$ cat src/rtl/vga_timing_pkg.sv
// Shared 640x480@60 timing defaults, coordinate type and vertical region encoding
// for the VGA sync path.
package vga_timing_pkg;

  localparam int COORD_W = 10;

  localparam int DEF_H_VISIBLE = 640;
  localparam int DEF_H_FP      = 16;
  localparam int DEF_H_SYNC    = 96;
  localparam int DEF_H_BP      = 48;

  localparam int DEF_V_VISIBLE = 480;
  localparam int DEF_V_FP      = 10;
  localparam int DEF_V_SYNC    = 2;
  localparam int DEF_V_BP      = 33;

  typedef logic [COORD_W-1:0] coord_t;

  typedef enum logic [1:0] {
    REG_ACTIVE = 2'd0,
    REG_FRONT  = 2'd1,
    REG_SYNC   = 2'd2,
    REG_BACK   = 2'd3
  } v_region_t;

  // Region a line number belongs to; anything past the sync region reads as back porch.
  function automatic v_region_t region_of(input coord_t line, input int vis,
                                          input int fp, input int sync);
    int l;
    l = int'(line);
    if (l < vis)                 return REG_ACTIVE;
    else if (l < vis + fp)       return REG_FRONT;
    else if (l < vis + fp + sync) return REG_SYNC;
    else                         return REG_BACK;
  endfunction

endpackage

$ cat src/rtl/vline_counter.sv
// Line counter plus vertical region state machine, stepped once per line by
// the upstream end-of-line strobe.
module vline_counter
  import vga_timing_pkg::*;
#(
  parameter int V_VISIBLE = DEF_V_VISIBLE,
  parameter int V_FP      = DEF_V_FP,
  parameter int V_SYNC    = DEF_V_SYNC,
  parameter int V_BP      = DEF_V_BP
) (
  input  logic      clk,
  input  logic      rst,
  input  logic      enable_vsync,
  output coord_t    vcount,
  output v_region_t region
);

  localparam int     V_TOTAL     = V_VISIBLE + V_FP + V_SYNC + V_BP;
  localparam coord_t LAST_ACTIVE = coord_t'(V_VISIBLE - 1);
  localparam coord_t LAST_FRONT  = coord_t'(V_VISIBLE + V_FP - 1);
  localparam coord_t LAST_SYNC   = coord_t'(V_VISIBLE + V_FP + V_SYNC - 1);
  localparam coord_t LAST_LINE   = coord_t'(V_TOTAL - 1);

  coord_t    vcount_reg, vcount_next;
  v_region_t region_reg, region_next;
  logic      consistent;

  always_ff @(posedge clk) begin
    if (rst) begin
      vcount_reg <= '0;
      region_reg <= REG_ACTIVE;
    end else begin
      vcount_reg <= vcount_next;
      region_reg <= region_next;
    end
  end

  always_comb begin
    vcount_next = vcount_reg;
    region_next = region_reg;
    consistent  = (region_reg == region_of(vcount_reg, V_VISIBLE, V_FP, V_SYNC));

    if (enable_vsync) begin
      // A state/line mismatch or the last line both restart the frame cleanly.
      if (!consistent || vcount_reg >= LAST_LINE) begin
        vcount_next = '0;
        region_next = REG_ACTIVE;
      end else begin
        vcount_next = vcount_reg + 10'd1;
        case (region_reg)
          REG_ACTIVE: if (vcount_reg == LAST_ACTIVE) region_next = REG_FRONT;
          REG_FRONT:  if (vcount_reg == LAST_FRONT)  region_next = REG_SYNC;
          REG_SYNC:   if (vcount_reg == LAST_SYNC)   region_next = REG_BACK;
          REG_BACK:   region_next = REG_BACK;
          default:    region_next = REG_ACTIVE;
        endcase
      end
    end
  end

  assign vcount = vcount_reg;
  assign region = region_reg;

endmodule

$ cat src/rtl/vga_sync_gen.sv
// Vertical timing and sync generator: horizontal decode of the upstream pixel
// count, line tracking, and one-cycle-latency registered video timing outputs.
module vga_sync_gen
  import vga_timing_pkg::*;
#(
  parameter int   H_VISIBLE = DEF_H_VISIBLE,
  parameter int   H_FP      = DEF_H_FP,
  parameter int   H_SYNC    = DEF_H_SYNC,
  parameter int   V_VISIBLE = DEF_V_VISIBLE,
  parameter int   V_FP      = DEF_V_FP,
  parameter int   V_SYNC    = DEF_V_SYNC,
  parameter int   V_BP      = DEF_V_BP,
  parameter logic SYNC_POL  = 1'b0
) (
  input  logic               clk,
  input  logic               rst,
  input  logic [COORD_W-1:0] hcount,
  input  logic               enable_vsync,
  output logic               hsync,
  output logic               vsync,
  output logic               video_on,
  output logic [COORD_W-1:0] pixel_x,
  output logic [COORD_W-1:0] pixel_y,
  output logic [COORD_W-1:0] vcount,
  output logic               frame_tick
);

  localparam coord_t H_VIS_END    = coord_t'(H_VISIBLE);
  localparam coord_t H_SYNC_START = coord_t'(H_VISIBLE + H_FP);
  localparam coord_t H_SYNC_END   = coord_t'(H_VISIBLE + H_FP + H_SYNC);
  localparam coord_t H_TOTAL      = coord_t'(H_VISIBLE + H_FP + H_SYNC + DEF_H_BP);
  localparam coord_t V_BLANK_LINE = coord_t'(V_VISIBLE);

  v_region_t region;
  coord_t    line;
  logic      h_legal, h_visible, h_sync_on, visible, tick_now;

  logic   hsync_reg, vsync_reg, video_on_reg, frame_tick_reg;
  coord_t pixel_x_reg, pixel_y_reg;

  vline_counter #(
    .V_VISIBLE (V_VISIBLE),
    .V_FP      (V_FP),
    .V_SYNC    (V_SYNC),
    .V_BP      (V_BP)
  ) u_vline (
    .clk          (clk),
    .rst          (rst),
    .enable_vsync (enable_vsync),
    .vcount       (line),
    .region       (region)
  );

  // Out-of-range pixel counts fall through as blanking with sync released.
  always_comb begin
    h_legal   = (hcount < H_TOTAL);
    h_visible = h_legal && (hcount < H_VIS_END);
    h_sync_on = h_legal && (hcount >= H_SYNC_START) && (hcount < H_SYNC_END);
    visible   = h_visible && (region == REG_ACTIVE);
    tick_now  = (line == V_BLANK_LINE) && (hcount == '0);
  end

  always_ff @(posedge clk) begin
    if (rst) begin
      hsync_reg      <= ~SYNC_POL;
      vsync_reg      <= ~SYNC_POL;
      video_on_reg   <= 1'b0;
      pixel_x_reg    <= '0;
      pixel_y_reg    <= '0;
      frame_tick_reg <= 1'b0;
    end else begin
      hsync_reg      <= h_sync_on ? SYNC_POL : ~SYNC_POL;
      vsync_reg      <= (region == REG_SYNC) ? SYNC_POL : ~SYNC_POL;
      video_on_reg   <= visible;
      pixel_x_reg    <= visible ? hcount : '0;
      pixel_y_reg    <= visible ? line : '0;
      frame_tick_reg <= tick_now;
    end
  end

  assign hsync      = hsync_reg;
  assign vsync      = vsync_reg;
  assign video_on   = video_on_reg;
  assign pixel_x    = pixel_x_reg;
  assign pixel_y    = pixel_y_reg;
  assign vcount     = line;
  assign frame_tick = frame_tick_reg;

endmodule

$ cat config.mk
export PLATFORM = sky130hd
export DESIGN_NAME = vga_sync_gen
export DESIGN_NICKNAME = d
export VERILOG_FILES = /design/src/rtl/vga_timing_pkg.sv /design/src/rtl/vline_counter.sv /design/src/rtl/vga_sync_gen.sv
export SDC_FILE = /design/constraint.sdc
export NUM_CORES = 1
export LEC_CHECK = 0
export CORE_MARGIN = 5
export CORE_UTILIZATION = 35
export CTS_CLUSTER_DIAMETER = 150
export DETAILED_ROUTE_END_ITERATION = 6
export PLACE_DENSITY_LB_ADDON = 0.08
export SYNTH_ARGS = -nofsm -noshare
export SYNTH_HDL_FRONTEND = slang
export SYNTH_SLANG_ARGS = --single-unit
export TNS_END_PERCENT = 100
$ cat constraint.sdc
create_clock -name clk -period 4.39 [get_ports clk]
set_clock_uncertainty 0.1 [all_clocks]
set_input_delay 0.6585 -clock clk [delete_from_list [all_inputs] [get_ports clk]]
set_output_delay 0.6585 -clock clk [all_outputs]
set_load 0.02 [all_outputs]
==> results.json <==
{
  "critPathCaptureType": "flip-flop",
  "fin_crit_sh": 0.572,
  "tns_ps": 0,
  "switchingPower_uw": 137,
  "vias": 1282,
  "initial_utilization": 0.361,
  "yosys.area.top_type": "dfxtp_1",
  "synth_mux_area_frac": 0,
  "hold_violations": 0,
  "status": "completed",
  "setup_viol": 0,
  "critical_path.max_fanout": 12,
  "area_growth_pct": 35.1,
  "internal-power_uw": 504,
  "p_comb_frac": 0.090,
  "grt_setup_unrepaired": "false",
  "ys_seq_area_frac": 0.459,
  "holdCritPathClass": "reg2reg",
  "grt_pass1_wl_um": 6140,
  "yosys.area_share.simple": 0.321,
  "gp_congestion": 0.918,
  "antenna_cells": 0,
  "cts_resized": 0,
  "seq_power_share": 0.530,
  "nets": 219,
  "layout-drive-gt1-share": 0.0887,
  "crit_arrival_ps": 2600,
  "required_ps": 4480,
  "fin_crit_ps": 2510,
  "max_stage_delay_ps": 680,
  "ys_top_cells_by_count": "dfxtp_1 (36), and2_1 (19), nand2_1 (10), nor2_1 (9), nor3_1 (9)",
  "htreeDepth": 2,
  "core_area_sq_um": 4350,
  "pwr-share-clk": 0.381,
  "worst_pin_slew_ps": 654,
  "ys_warn_count": 0,
  "vdd_drop_max_v": 0.000142,
  "syn_inst": 160,
  "max_freq_ghz": 0.398,
  "postCtsSetupBuffers": 0,
  "cts_root_buffer": "clkbuf_8",
  "dp_hpwl_um": 2730,
  "drtIter0Drc": 36,
  "cts_sinks": 36,
  "grt_usage": 0.129,
  "cpMaxStageDelayCell": "clkdlybuf4s50_1",
  "io_pins": 47,
  "p_per_area_nw_per_um2": 302,
  "swShare": 0.214,
  "cts.path.max_buffers": 2,
  "die_area_sq_um": 5930,
  "die_w_um": 77.0,
  "clkLatencyLatePin_ps": 280,
  "firstDrtPassIters": 4,
  "wl_per_cell_um": 14.4,
  "synthDominantCellAreaShare": 0.459,
  "routed_wl_um": 3660,
  "synth_compound_area_frac": 0.0900,
  "overflow": 0,
  "antenna_found_initial": 0,
  "synthAdderAreaFrac": 0.0239,
  "viasPerCell": 5.03,
  "cts_tree": "built",
  "io_buffers": 46,
  "fp.dieH_um": 77.0,
  "ys_ff_latch": 36,
  "grt_pass1_vias": 1347,
  "synthFlopType": "dfxtp_1",
  "synth_area_leaders": "dfxtp_1 (46%), and2_1 (7.6%), nor3_1 (2.9%)",
  "postSynthNetCount": 176,
  "drv_cap": 0,
  "nFillCells": 417,
  "synth_xor_area_frac": 0.0510,
  "async_flop_share": 0,
  "yosys.cell_count.top_type": "dfxtp_1",
  "start_kind": "input port",
  "clk_pin_slew_worst_paths_ps": 60,
  "grt_max_degree": 22,
  "holdBufCountCts": 0,
  "drc": 0,
  "synth.cell_area_sq_um": 1570,
  "ys_types": 45,
  "ant_nets": 0,
  "leakage_nw": 0.760,
  "avgSynthCellArea_sq_um": 9.81,
  "hold_ws_ps": 352,
  "placementRows": 24,
  "synth_top_family_by_area": "simple AND/OR/NAND/NOR gates",
  "critical_path_class": "in2reg",
  "numCtsBuffers": 5,
  "crit_path_cell_trace": "clkdlybuf4s50_1 > nand4_2 > o41a_1 > a211o_1 > nand4bb_1 > a211oi_2",
  "slew_headroom": 0.563,
  "synth_enable_flop_cells": 0,
  "drv_slew": 0
}
[kinds of logic after synthesis]
family	Yosys count
AO/OA/AOI/OAI	17
XOR/XNOR	7
adder cells (fa/ha/maj)	3
buffers and inverters	14
flip-flops	36
AND/OR/NAND/NOR	83
[critical path, delay by kind of cell]
| family | cells | cell delay [ps] |
|---|---|---|
| compound gates | 3 | 860 |
| buf+inv | 1 | 680 |
| simple gates | 2 | 400 |
[power groups by stage]
stage               Sequential, mW  Clock (mW)  Combinational, mW
global placement             0.347           0             0.0576
detailed placement           0.347           0             0.0579
floorplan                    0.355           0             0.0177
finish                       0.339       0.244             0.0574
global route                 0.340       0.268             0.0625
CTS                          0.339       0.253             0.0582
[cell usage in the layout, fill, tap and decap left out, drive strengths merged, types with 2 or more instances in the layout]
master,synthesis,final
clkdlybuf4s50,0,46
dfxtp,36,36
and2,20,20
nand2,10,10
nor2,9,9
nor3,9,9
nand2b,7,7
clkbuf,5,7
nand4,7,7
nand3,6,6
inv,4,4
o21ai,4,4
xnor2,4,4
xor2,3,3
a21oi,3,3
ha,3,3
nand4bb,2,2
a211o,2,2
nor4bb,2,2
nor4,2,2
and3,2,2
[layout make-up]
class	count	area [sq um]	area share
clock buffer	7	96.3	0.0454
inverter	4	15.0	0.00708
multi-input combinational	110	763	0.360
tap	52	65.1	0.0307
sequential	36	721	0.340
timing repair buffer	46	460	0.217
[routing by layer]
layer  up-vias  track usage  part of all wire  wire length, um
met2        34        0.207              0.48             1740
met5         -            0                 0                0
met1       606        0.152              0.44             1630
li1        635            -                 -                -
met3         7       0.0515             0.061              225
met4         0       0.0515             0.018               67
[metrics by stage]
step	instance area (sq um)	total power, mW	std cells	setup slack, ps	utilization
final	2120	0.641	255	1880	0.487
after CTS	2120	0.651	255	1910	0.487
after detailed placement	2020	0.405	248	1610	0.465
after global placement	2020	0.404	248	1720	0.465
after floorplan	1570	0.373	160	2330	-
after global routing	2120	0.671	255	1760	0.487
[worst paths after layout]
kind,slack [ps],depth (start not counted),startpoint,endpoint
worst max register to register,2150,6,u_vline.vcount[1]$_SDFFE_PP0P_,u_vline.region[0]$_SDFFE_PP0P_
worst max-delay path,1880,6,enable_vsync,u_vline.region[0]$_SDFFE_PP0P_
worst min-delay path,350,1,u_vline.region[1]$_SDFFE_PP0P_,vsync$_SDFF_PP1_
worst min register to register,350,1,u_vline.region[1]$_SDFFE_PP0P_,vsync$_SDFF_PP1_
Power figures use the tool's default switching activity.
